<file path="src/rtl/csr_pkg.sv">
// Shared machine-mode CSR definitions for the trap controller.
// Contents:
//   - CSR addresses for mstatus, mtvec, mepc, mcause and mtval
//   - mstatus bit positions (MIE, MPIE, MPP)
//   - synchronous exception cause codes
//   - bit positions of the commit-stage event flags in the gated flag vector
//   - trap sequencer state encoding
package csr_pkg;

  localparam logic [11:0] CSR_MSTATUS = 12'h300;
  localparam logic [11:0] CSR_MTVEC   = 12'h305;
  localparam logic [11:0] CSR_MEPC    = 12'h341;
  localparam logic [11:0] CSR_MCAUSE  = 12'h342;
  localparam logic [11:0] CSR_MTVAL   = 12'h343;

  localparam int MSTATUS_MIE    = 3;
  localparam int MSTATUS_MPIE   = 7;
  localparam int MSTATUS_MPP_LO = 11;
  localparam int MSTATUS_MPP_HI = 12;

  localparam logic [4:0] CAUSE_INS_ADDR_MIS   = 5'd0;
  localparam logic [4:0] CAUSE_INS_ACC_FAULT  = 5'd1;
  localparam logic [4:0] CAUSE_ILL_INS        = 5'd2;
  localparam logic [4:0] CAUSE_EBREAK         = 5'd3;
  localparam logic [4:0] CAUSE_LD_ADDR_MIS    = 5'd4;
  localparam logic [4:0] CAUSE_LD_ACC_FAULT   = 5'd5;
  localparam logic [4:0] CAUSE_ST_ADDR_MIS    = 5'd6;
  localparam logic [4:0] CAUSE_ST_ACC_FAULT   = 5'd7;
  localparam logic [4:0] CAUSE_ECALL_M        = 5'd11;
  localparam logic [4:0] CAUSE_INS_PAGE_FAULT = 5'd12;
  localparam logic [4:0] CAUSE_LD_PAGE_FAULT  = 5'd13;
  localparam logic [4:0] CAUSE_ST_PAGE_FAULT  = 5'd15;

  // Positions of the exception flags (plus s_ret) in the valid-gated vector.
  localparam int EXC_INS_ADDR_MIS   = 0;
  localparam int EXC_INS_PAGE_FAULT = 1;
  localparam int EXC_INS_ACC_FAULT  = 2;
  localparam int EXC_ILL_INS        = 3;
  localparam int EXC_S_RET          = 4;
  localparam int EXC_ECALL          = 5;
  localparam int EXC_EBREAK         = 6;
  localparam int EXC_ST_ADDR_MIS    = 7;
  localparam int EXC_LD_ADDR_MIS    = 8;
  localparam int EXC_ST_PAGE_FAULT  = 9;
  localparam int EXC_LD_PAGE_FAULT  = 10;
  localparam int EXC_ST_ACC_FAULT   = 11;
  localparam int EXC_LD_ACC_FAULT   = 12;
  localparam int N_EXC              = 13;

  typedef enum logic [2:0] {
    ST_IDLE,
    ST_W_EPC,
    ST_W_CAUSE,
    ST_W_TVAL,
    ST_W_STAT,
    ST_R_STAT,
    ST_REDIRECT
  } trap_state_e;

endpackage

</file>
<file path="src/rtl/trap_prio_enc.sv">
// Combinational priority encoder for commit-stage trap events.
// Ports:
//   int_acc, int_cause      accepted interrupt and its code (highest priority)
//   exc                     exception flags (plus s_ret), already qualified by valid
//   is_trap                 some event selected
//   is_int                  selected event is the interrupt
//   cause                   mcause value of the selected event
//   use_tval                mtval should carry the incoming tval
module trap_prio_enc
  import csr_pkg::*;
#(
  parameter int XLEN        = 32,
  parameter int INT_CAUSE_W = 4
) (
  input  logic                   int_acc,
  input  logic [INT_CAUSE_W-1:0] int_cause,
  input  logic [N_EXC-1:0]       exc,
  output logic                   is_trap,
  output logic                   is_int,
  output logic [XLEN-1:0]        cause,
  output logic                   use_tval
);

  always_comb begin
    is_trap  = 1'b1;
    is_int   = 1'b0;
    cause    = '0;
    use_tval = 1'b0;
    if (int_acc) begin
      is_int                   = 1'b1;
      cause[XLEN-1]            = 1'b1;
      cause[INT_CAUSE_W-1:0]   = int_cause;
    end else if (exc[EXC_INS_ADDR_MIS]) begin
      cause    = XLEN'(CAUSE_INS_ADDR_MIS);
      use_tval = 1'b1;
    end else if (exc[EXC_INS_PAGE_FAULT]) begin
      cause    = XLEN'(CAUSE_INS_PAGE_FAULT);
      use_tval = 1'b1;
    end else if (exc[EXC_INS_ACC_FAULT]) begin
      cause    = XLEN'(CAUSE_INS_ACC_FAULT);
      use_tval = 1'b1;
    end else if (exc[EXC_ILL_INS]) begin
      cause    = XLEN'(CAUSE_ILL_INS);
      use_tval = 1'b1;
    end else if (exc[EXC_S_RET]) begin
      // No S-mode: sret traps as an illegal instruction, but with mtval 0.
      cause    = XLEN'(CAUSE_ILL_INS);
    end else if (exc[EXC_ECALL]) begin
      cause    = XLEN'(CAUSE_ECALL_M);
    end else if (exc[EXC_EBREAK]) begin
      cause    = XLEN'(CAUSE_EBREAK);
    end else if (exc[EXC_ST_ADDR_MIS]) begin
      cause    = XLEN'(CAUSE_ST_ADDR_MIS);
      use_tval = 1'b1;
    end else if (exc[EXC_LD_ADDR_MIS]) begin
      cause    = XLEN'(CAUSE_LD_ADDR_MIS);
      use_tval = 1'b1;
    end else if (exc[EXC_ST_PAGE_FAULT]) begin
      cause    = XLEN'(CAUSE_ST_PAGE_FAULT);
      use_tval = 1'b1;
    end else if (exc[EXC_LD_PAGE_FAULT]) begin
      cause    = XLEN'(CAUSE_LD_PAGE_FAULT);
      use_tval = 1'b1;
    end else if (exc[EXC_ST_ACC_FAULT]) begin
      cause    = XLEN'(CAUSE_ST_ACC_FAULT);
      use_tval = 1'b1;
    end else if (exc[EXC_LD_ACC_FAULT]) begin
      cause    = XLEN'(CAUSE_LD_ACC_FAULT);
      use_tval = 1'b1;
    end else begin
      is_trap  = 1'b0;
    end
  end

endmodule

</file>
<file path="src/rtl/trap_ctrl.sv">
// Trap entry / mret sequencer sitting between the commit stage and the
// machine-mode CSR file. Picks one event by priority, writes mepc, mcause,
// mtval, mstatus through the single CSR write port (one per cycle), then
// issues a one-cycle redirect + flush. mret writes mstatus then redirects.
// Ports:
//   clk, rst                 clock, synchronous active-high reset
//   valid, pc, tval          commit-stage instruction and its fault value
//   <exception flags>, s_ret exception events (qualified by valid)
//   int_acc, int_cause       accepted interrupt (not qualified by valid)
//   m_ret                    machine return (lowest priority)
//   mtvec, mepc, mstatus     current CSR values
//   csr_write, csr_write_index, csr_data_w   CSR write port
//   busy                     pipeline stall request
//   flush, redirect, redirect_pc             one-cycle redirect
module trap_ctrl
  import csr_pkg::*;
#(
  parameter int XLEN        = 32,
  parameter int INT_CAUSE_W = 4
) (
  input  logic                   clk,
  input  logic                   rst,
  input  logic                   valid,
  input  logic [XLEN-1:0]        pc,
  input  logic [XLEN-1:0]        tval,
  input  logic                   ins_addr_mis,
  input  logic                   ins_page_fault,
  input  logic                   ins_acc_fault,
  input  logic                   ill_ins,
  input  logic                   ecall,
  input  logic                   ebreak,
  input  logic                   st_addr_mis,
  input  logic                   ld_addr_mis,
  input  logic                   st_page_fault,
  input  logic                   ld_page_fault,
  input  logic                   st_acc_fault,
  input  logic                   ld_acc_fault,
  input  logic                   int_acc,
  input  logic [INT_CAUSE_W-1:0] int_cause,
  input  logic                   m_ret,
  input  logic                   s_ret,
  input  logic [XLEN-1:0]        mtvec,
  input  logic [XLEN-1:0]        mepc,
  input  logic [XLEN-1:0]        mstatus,
  output logic                   csr_write,
  output logic [11:0]            csr_write_index,
  output logic [XLEN-1:0]        csr_data_w,
  output logic                   busy,
  output logic                   flush,
  output logic                   redirect,
  output logic [XLEN-1:0]        redirect_pc
);

  trap_state_e state_reg, state_next;

  logic [XLEN-1:0] epc_reg;
  logic [XLEN-1:0] cause_reg;
  logic [XLEN-1:0] tval_reg;
  logic            is_int_reg;
  logic [XLEN-1:0] target_reg;

  logic [N_EXC-1:0] exc_raw;
  logic [N_EXC-1:0] exc_gated;

  logic            is_trap;
  logic            is_int;
  logic [XLEN-1:0] cause;
  logic            use_tval;
  logic            mret_evt;

  logic [XLEN-1:0] stat_trap;
  logic [XLEN-1:0] stat_ret;
  logic [XLEN-1:0] trap_target;

  assign exc_raw = {ld_acc_fault, st_acc_fault, ld_page_fault, st_page_fault,
                    ld_addr_mis, st_addr_mis, ebreak, ecall, s_ret, ill_ins,
                    ins_acc_fault, ins_page_fault, ins_addr_mis};

  // Exceptions only count for a valid commit; interrupts bypass this gate.
  for (genvar gi = 0; gi < N_EXC; gi++) begin : g_gate
    assign exc_gated[gi] = exc_raw[gi] & valid;
  end

  trap_prio_enc #(
    .XLEN        (XLEN),
    .INT_CAUSE_W (INT_CAUSE_W)
  ) u_prio (
    .int_acc   (int_acc),
    .int_cause (int_cause),
    .exc       (exc_gated),
    .is_trap   (is_trap),
    .is_int    (is_int),
    .cause     (cause),
    .use_tval  (use_tval)
  );

  // mret is taken only when nothing else is pending.
  assign mret_evt = valid & m_ret & ~is_trap;

  always_comb begin
    stat_trap                                = mstatus;
    stat_trap[MSTATUS_MPIE]                  = mstatus[MSTATUS_MIE];
    stat_trap[MSTATUS_MIE]                   = 1'b0;
    stat_trap[MSTATUS_MPP_HI:MSTATUS_MPP_LO] = 2'b11;
  end

  always_comb begin
    stat_ret                                 = mstatus;
    stat_ret[MSTATUS_MIE]                    = mstatus[MSTATUS_MPIE];
    stat_ret[MSTATUS_MPIE]                   = 1'b1;
    stat_ret[MSTATUS_MPP_HI:MSTATUS_MPP_LO]  = 2'b11;
  end

  // Vectored mode only offsets interrupts; exceptions always go to the base.
  always_comb begin
    trap_target = mtvec & ~XLEN'(3);
    if (mtvec[1:0] == 2'b01 && is_int_reg) begin
      trap_target = (mtvec & ~XLEN'(3)) + (XLEN'(cause_reg[INT_CAUSE_W-1:0]) << 2);
    end
  end

  // State register and latched trap context.
  always_ff @(posedge clk) begin
    if (rst) begin
      state_reg  <= ST_IDLE;
      epc_reg    <= '0;
      cause_reg  <= '0;
      tval_reg   <= '0;
      is_int_reg <= 1'b0;
      target_reg <= '0;
    end else begin
      state_reg <= state_next;
      if (state_reg == ST_IDLE && is_trap) begin
        epc_reg    <= pc;
        cause_reg  <= cause;
        tval_reg   <= use_tval ? tval : '0;
        is_int_reg <= is_int;
      end
      if (state_reg == ST_W_STAT) begin
        target_reg <= trap_target;
      end
      if (state_reg == ST_R_STAT) begin
        target_reg <= mepc;
      end
    end
  end

  always_comb begin
    state_next = state_reg;
    case (state_reg)
      ST_IDLE: begin
        if (is_trap) begin
          state_next = ST_W_EPC;
        end else if (mret_evt) begin
          state_next = ST_R_STAT;
        end
      end
      ST_W_EPC:    state_next = ST_W_CAUSE;
      ST_W_CAUSE:  state_next = ST_W_TVAL;
      ST_W_TVAL:   state_next = ST_W_STAT;
      ST_W_STAT:   state_next = ST_REDIRECT;
      ST_R_STAT:   state_next = ST_REDIRECT;
      ST_REDIRECT: state_next = ST_IDLE;
      default:     state_next = ST_IDLE;
    endcase
  end

  always_comb begin
    csr_write       = 1'b0;
    csr_write_index = '0;
    csr_data_w      = '0;
    busy            = 1'b1;
    flush           = 1'b0;
    redirect        = 1'b0;
    redirect_pc     = '0;
    case (state_reg)
      ST_IDLE: begin
        busy = is_trap | mret_evt;
      end
      ST_W_EPC: begin
        csr_write       = 1'b1;
        csr_write_index = CSR_MEPC;
        csr_data_w      = epc_reg & ~XLEN'(3);
      end
      ST_W_CAUSE: begin
        csr_write       = 1'b1;
        csr_write_index = CSR_MCAUSE;
        csr_data_w      = cause_reg;
      end
      ST_W_TVAL: begin
        csr_write       = 1'b1;
        csr_write_index = CSR_MTVAL;
        csr_data_w      = tval_reg;
      end
      ST_W_STAT: begin
        csr_write       = 1'b1;
        csr_write_index = CSR_MSTATUS;
        csr_data_w      = stat_trap;
      end
      ST_R_STAT: begin
        csr_write       = 1'b1;
        csr_write_index = CSR_MSTATUS;
        csr_data_w      = stat_ret;
      end
      ST_REDIRECT: begin
        flush       = 1'b1;
        redirect    = 1'b1;
        redirect_pc = target_reg;
      end
      default: begin
        busy = 1'b0;
      end
    endcase
  end

endmodule

</file>
<file path="config.mk">
export PLATFORM = sky130hd
export DESIGN_NAME = trap_ctrl
export DESIGN_NICKNAME = d
export VERILOG_FILES = /design/src/rtl/csr_pkg.sv /design/src/rtl/trap_prio_enc.sv /design/src/rtl/trap_ctrl.sv
export SDC_FILE = /design/constraint.sdc
export NUM_CORES = 1
export LEC_CHECK = 0
export CAP_MARGIN = 20
export CORE_MARGIN = 10
export CORE_UTILIZATION = 30
export CTS_BUF_LIST = sky130_fd_sc_hd__clkbuf_16
export CTS_CLUSTER_DIAMETER = 150
export DETAILED_ROUTE_END_ITERATION = 12
export GPL_TIMING_DRIVEN = 0
export SETUP_SLACK_MARGIN = 0.02
export SYNTH_ARGS = -nofsm -noshare
export SYNTH_HDL_FRONTEND = slang
export SYNTH_SLANG_ARGS = --single-unit
</file>
<file path="constraint.sdc">
create_clock -name clk -period 4.09 [get_ports clk]
set_clock_uncertainty 0.1 [all_clocks]
set_input_delay 0.6135 -clock clk [delete_from_list [all_inputs] [get_ports clk]]
set_output_delay 0.6135 -clock clk [all_outputs]
set_load 0.03 [all_outputs]
</file>
## Word-level counts from Yosys, hierarchy flattened

Cells that the tools add are included.

| storage, ports and cells | value |
|---|---|
| memory bits (writable) | 0 |
| memories | 0 |
| bits of input ports | 182 |
| memory bits (read-only) | 0 |
| logic and storage cells | 91 |
| latch bits | 0 |
| output and inout bits | 80 |
| register bits | 132 |

| cells by class | value |
|---|---|
| bitwise logic cells | 17 |
| mux-type cells | 52 |
| add/subtract/negate cells | 1 |
| divide/modulo/power cells | 0 |
| shifts and indexed selects | 0 |
| multipliers | 0 |
| reduce and logical (&&, ||, !) cells | 7 |
| magnitude comparators | 0 |
| equality and inequality tests | 8 |

Operators with widths:

| cell | number |
|---|---|
| 32-bit 2-to-1 mux | 17 |
| 32-bit one-hot mux with 5 select lines | 1 |
| 10-bit one-hot mux with 4 select lines | 1 |
| 32-bit by 6-bit adder with 32-bit output | 1 |
| 27-bit 2-to-1 mux | 1 |
| 1-bit 2-to-1 mux | 26 |
| 1-bit bitwise AND | 15 |
| 3-bit one-hot mux with 5 select lines | 1 |
| 3-bit equality test, second input constant | 3 |
| 3-bit 2-to-1 mux | 3 |
| 3-bit by 2-bit equality test with 1-bit output, second input constant | 2 |
| 6-bit OR reduction | 1 |
| 5-bit OR reduction | 1 |
| 4-bit 2-to-1 mux | 1 |
| 3-bit by 1-bit equality test with 1-bit output, second input constant | 1 |
| 3-bit zero test | 1 |
| 3-bit != test, second input constant | 1 |
| 2-bit by 1-bit equality test with 1-bit output, second input constant | 1 |
| 1-bit logical AND | 2 |
| 1-bit one-hot mux with 2 select lines | 1 |
| 2-bit nonzero test | 1 |
| 2-bit OR reduction | 1 |
| 1-bit inverter | 1 |
| 1-bit OR | 1 |

## Depth between registers and ports, before layout

| depth | value |
|---|---|
| depth in word-level cells | 20 |
| mapped depth | 9 |
| gate-level depth less buffers | 9 |

## By module

A second synthesis with hierarchy kept.

| second synthesis, totals | value |
|---|---|
| cell total of the unflattened synthesis | 978 |
| area, all modules | 7297.0 µm² |

By module, submodules not included:

| module | seq. area each (µm²) | instances | cells each | area an instance (µm²) |
|---|---|---|---|---|
| trap_ctrl | 2602.5 | 1 | 917 | 6890.4 |
| trap_prio_enc | 0.0 | 1 | 61 | 406.6 |

## Worst setup path after synthesis

Ideal clock, no wire load.

| timing | value |
|---|---|
| path kind | reg-to-output |
| start | register state_reg[1] |
| end | output port csr_data_w[10] |
| slack | 1.401 ns |
| required time | 3.377 ns |
| data arrival time | 1.975 ns |
| path buffers | 3 |
| cell stages (with the launch flop) | 6 |
| cells stage by stage | dfxtp_1 -> clkbuf_1 -> buf_1 -> buf_2 -> mux2i_1 -> o21ai_0 |

| between the ends | value |
|---|---|
| word-level cells in the longest chain between the ends | 2 |
| elaborated cells between the ends (all ways) | 6 |
| those cells by class | eq/ne: 5; mux: 1 |

Ends and longest elaborated chain:

| item | RTL line | RTL |
|---|---|---|
| start: declaration | trap_ctrl.sv:54 | `trap_state_e state_reg, state_next;` |
| start signal: assignment | trap_ctrl.sv:132 | `state_reg <= state_next;` |
| 3-bit equality test, or another cell as far along | trap_ctrl.sv:176 | `case (state_reg)` |
| 32-bit one-hot mux with 5 select lines (*) | trap_ctrl.sv:176 |  |
| end: declaration | trap_ctrl.sv:47 | `output logic [XLEN-1:0] csr_data_w,` |

Mark *: on every way between the ends. The rest lies on a longest branch, timed or not.

## Worst setup path in the final report

| timing | value |
|---|---|
| start | register state_reg[1] |
| end | output port csr_data_w[30] |

The elaborated chain is that of the path after synthesis.

==> reports/qor.yml <==
critical_path_class: "register to primary output"
postPlaceCellArea_mm2: 0.00868
grt_use_total_pct: 19.2
drc: 0
hold_viol_final: 0
reg2reg_depth: 9
synth_async_sr_flop_share_pct: 0
drt_iter0_markers: 375
via_per_inst: 4.93
critPathMaxFanout: 10
worstSetupEndpointType: "primary output"
wl_um: 25400
ys_top_cells_by_count: "173 x nand2_1, 102 x dfxtp_1, 86 x a21oi_1"
peakVddDrop_v: 0.000211
power_density_mw_per_mm2: 334
clock_latency_ps: 360
die_h_um: 160
fp.coreArea_mm2: 0.0190
drtPass1Iterations: 5
setup_viol: 0
yosysMostFrequentCell: "nand2_1"
hold_path.class: "register to register"
antenna_found_initial: 0
drtAntennaViolNets: 0
status: "finished, final reports clean"
whs_ps: 350
yosys_most_used_dff: "dfxtp_1"
clock_sinks: 102
num_rows: 50
finish.utilization_pct: 47.5
period_needed_ps: 3800
grt_pass1_vias: 6554
reg2reg_slack_ps: 1470
worst_slew_pin_slew_ps: 742
port_buffers: 249
area_delta_synth_final_pct: 54.1
clockBufferDepth: 2
hpwl_um: 20000
grt_max_degree: 20
total_leakage_power_nw: 3.13
synthCells: 788
tritoncts: "built"
design_area_mm2: 0.00900
yosys_warnings: 0
htree_levels: 3
avgSynthCellArea_um2: 7.41
slew_violations: 0
critPathLaunch: "state_reg[1]"
critPathLaunchType: "register"
grt_pass1_wl_um: 38400
slew_headroom_pct: 50.5
n_fill_cell: 1926
path_clk_slew_ps: 70
drv_cap: 0
arrival_ps: 3090
r2r_start: "cause_reg[0]"
fmax_mhz: 263
cp.required_ps: 3380
die_x_um: 160
syn_area_mm2: 0.00584
io_pins: 262
holdBufCountCts: 0
crit_end: "csr_data_w[30]"
drive_gt1_share_pct: 5.95
synth_seq_area_share_pct: 35.0
wl_per_cell_um: 19.3
cts-root-buf: "clkbuf_16"
reg2reg_to: "target_reg[20]"
synth_top_area_cell: "dfxtp_1"
tns_ps: 0
start_util_pct: 30.8
synth_cell_types: 61
fin_crit_sh_pct: 93.0
die_area_mm2: 0.0255
vias: 6498
nNetsFinal: 1241
synth_area_leaders: "dfxtp_1 35%, nand2_1 11%, a21oi_1 7.4%"
ys_ff_latch: 102
power.total_mw: 3.01
grt-ovfl-total: 0
antenna_cells: 0
synth-edff-count: 0
yosysTopAreaCellShare_pct: 35.0
cts_buffers: 9
rsz0062_at_grt: "no"
place.gp.congestion: 0.838
==> placed cells by master (no fill, tap or decap), types with 3 or more instances in the layout <==
| master | instances |
|---|---|
| nor2b_1 | 9 |
| a211oi_1 | 8 |
| and2_1 | 33 |
| clkbuf_1 | 38 |
| or3_1 | 4 |
| a21oi_1 | 86 |
| o211ai_1 | 5 |
| clkdlybuf4s50_1 | 249 |
| nor2_1 | 25 |
| and3_1 | 4 |
| mux2_2 | 3 |
| buf_1 | 3 |
| nand3_1 | 55 |
| clkbuf_2 | 4 |
| nand2b_1 | 4 |
| nand2_1 | 173 |
| xor2_1 | 8 |
| a22oi_1 | 3 |
| ha_1 | 4 |
| clkbuf_16 | 9 |
| xnor2_1 | 14 |
| nand3b_1 | 4 |
| o21a_1 | 4 |
| mux2i_1 | 26 |
| buf_4 | 15 |
| a31oi_1 | 14 |
| o21ai_0 | 53 |
| conb_1 | 7 |
| buf_2 | 10 |
| a221oi_1 | 6 |
| dfxtp_1 | 102 |
| a21o_1 | 7 |
| nor3_1 | 11 |
| inv_1 | 13 |
==> metal layers <==
layer  GRT usage, %  vias to the layer above  share of wire (%)  routed length (um)
met4           5.22                        0                1.6                 404
met3           7.18                       26                8.8                2240
met1           23.2                     2984                 43               11000
met2           31.2                      234                 47               11800
li1               -                     3254                  -                   -
met5              0                        -                  0                   0
==> worst min path at each step <==
stage,from,end,slack [ps],cells past startpoint
3_3_place_gp,tval_reg[0],tval_reg[0],340,2
2_1_floorplan,target_reg[0],target_reg[0],330,2
6_report,target_reg[13],target_reg[13],350,2
5_1_grt,tval_reg[2],tval_reg[2],370,2
3_5_place_dp,target_reg[0],target_reg[0],340,2
4_1_cts,target_reg[0],target_reg[0],350,2
==> worst max-delay path: stages, from the launching register on <==
cell and delay, ps:
dfxtp_1 310, clkbuf_1 310, buf_1 510, clkbuf_1 510, mux2i_1 190, o21ai_0 180
clkdlybuf4s50_1 710
==> where the power goes <==
part	leakage (nW)	switching [mW]	internal [mW]
sequential	0.831	0.0427	1.07
clock	0.155	0.438	0.492
combinational	2.15	0.559	0.408
==> final cells by class <==
class / instances / area, um2 / share of cell area (%)
Multi-Input combinational cell: 609 / 3440 / 38.2
Clock inverter: 7 / 90.1 / 1.00
Tap cell: 260 / 325 / 3.61
Buffer: 70 / 337 / 3.74
Timing Repair Buffer: 249 / 2490 / 27.7
Clock buffer: 9 / 225 / 2.50
Sequential cell: 102 / 2040 / 22.7
Inverter: 13 / 48.8 / 0.542
==> cells by family (layout without fill, tap and decap cells) <==
group           after synthesis  in the layout  synth area share, %
fa+ha+maj                     5              5                 1.20
mux                          29             29                 5.03
other cells                   1              7               0.0642
buf+inv                      83            348                 6.51
compound gates              205            205                 21.0
flops                       102            102                 35.0
xor+xnor                     22             22                 3.30
simple gates                341            341                 28.0
==> per-stage QoR <==
step | std cells | worst slack, ps
finish | 1319 | 288
global route | 1319 | 88.5
CTS | 1319 | 51.9
detailed placement | 1303 | 285
global placement | 1303 | 324
floorplan | 794 | 1400
==> what timing repair did <==
action,4_1_cts,5_1_grt
buffers inserted,0,0
pin swaps,0,0
endpoints found under the setup margin,16,8
resized for setup,2,4
(Power assumes the default switching activity.)
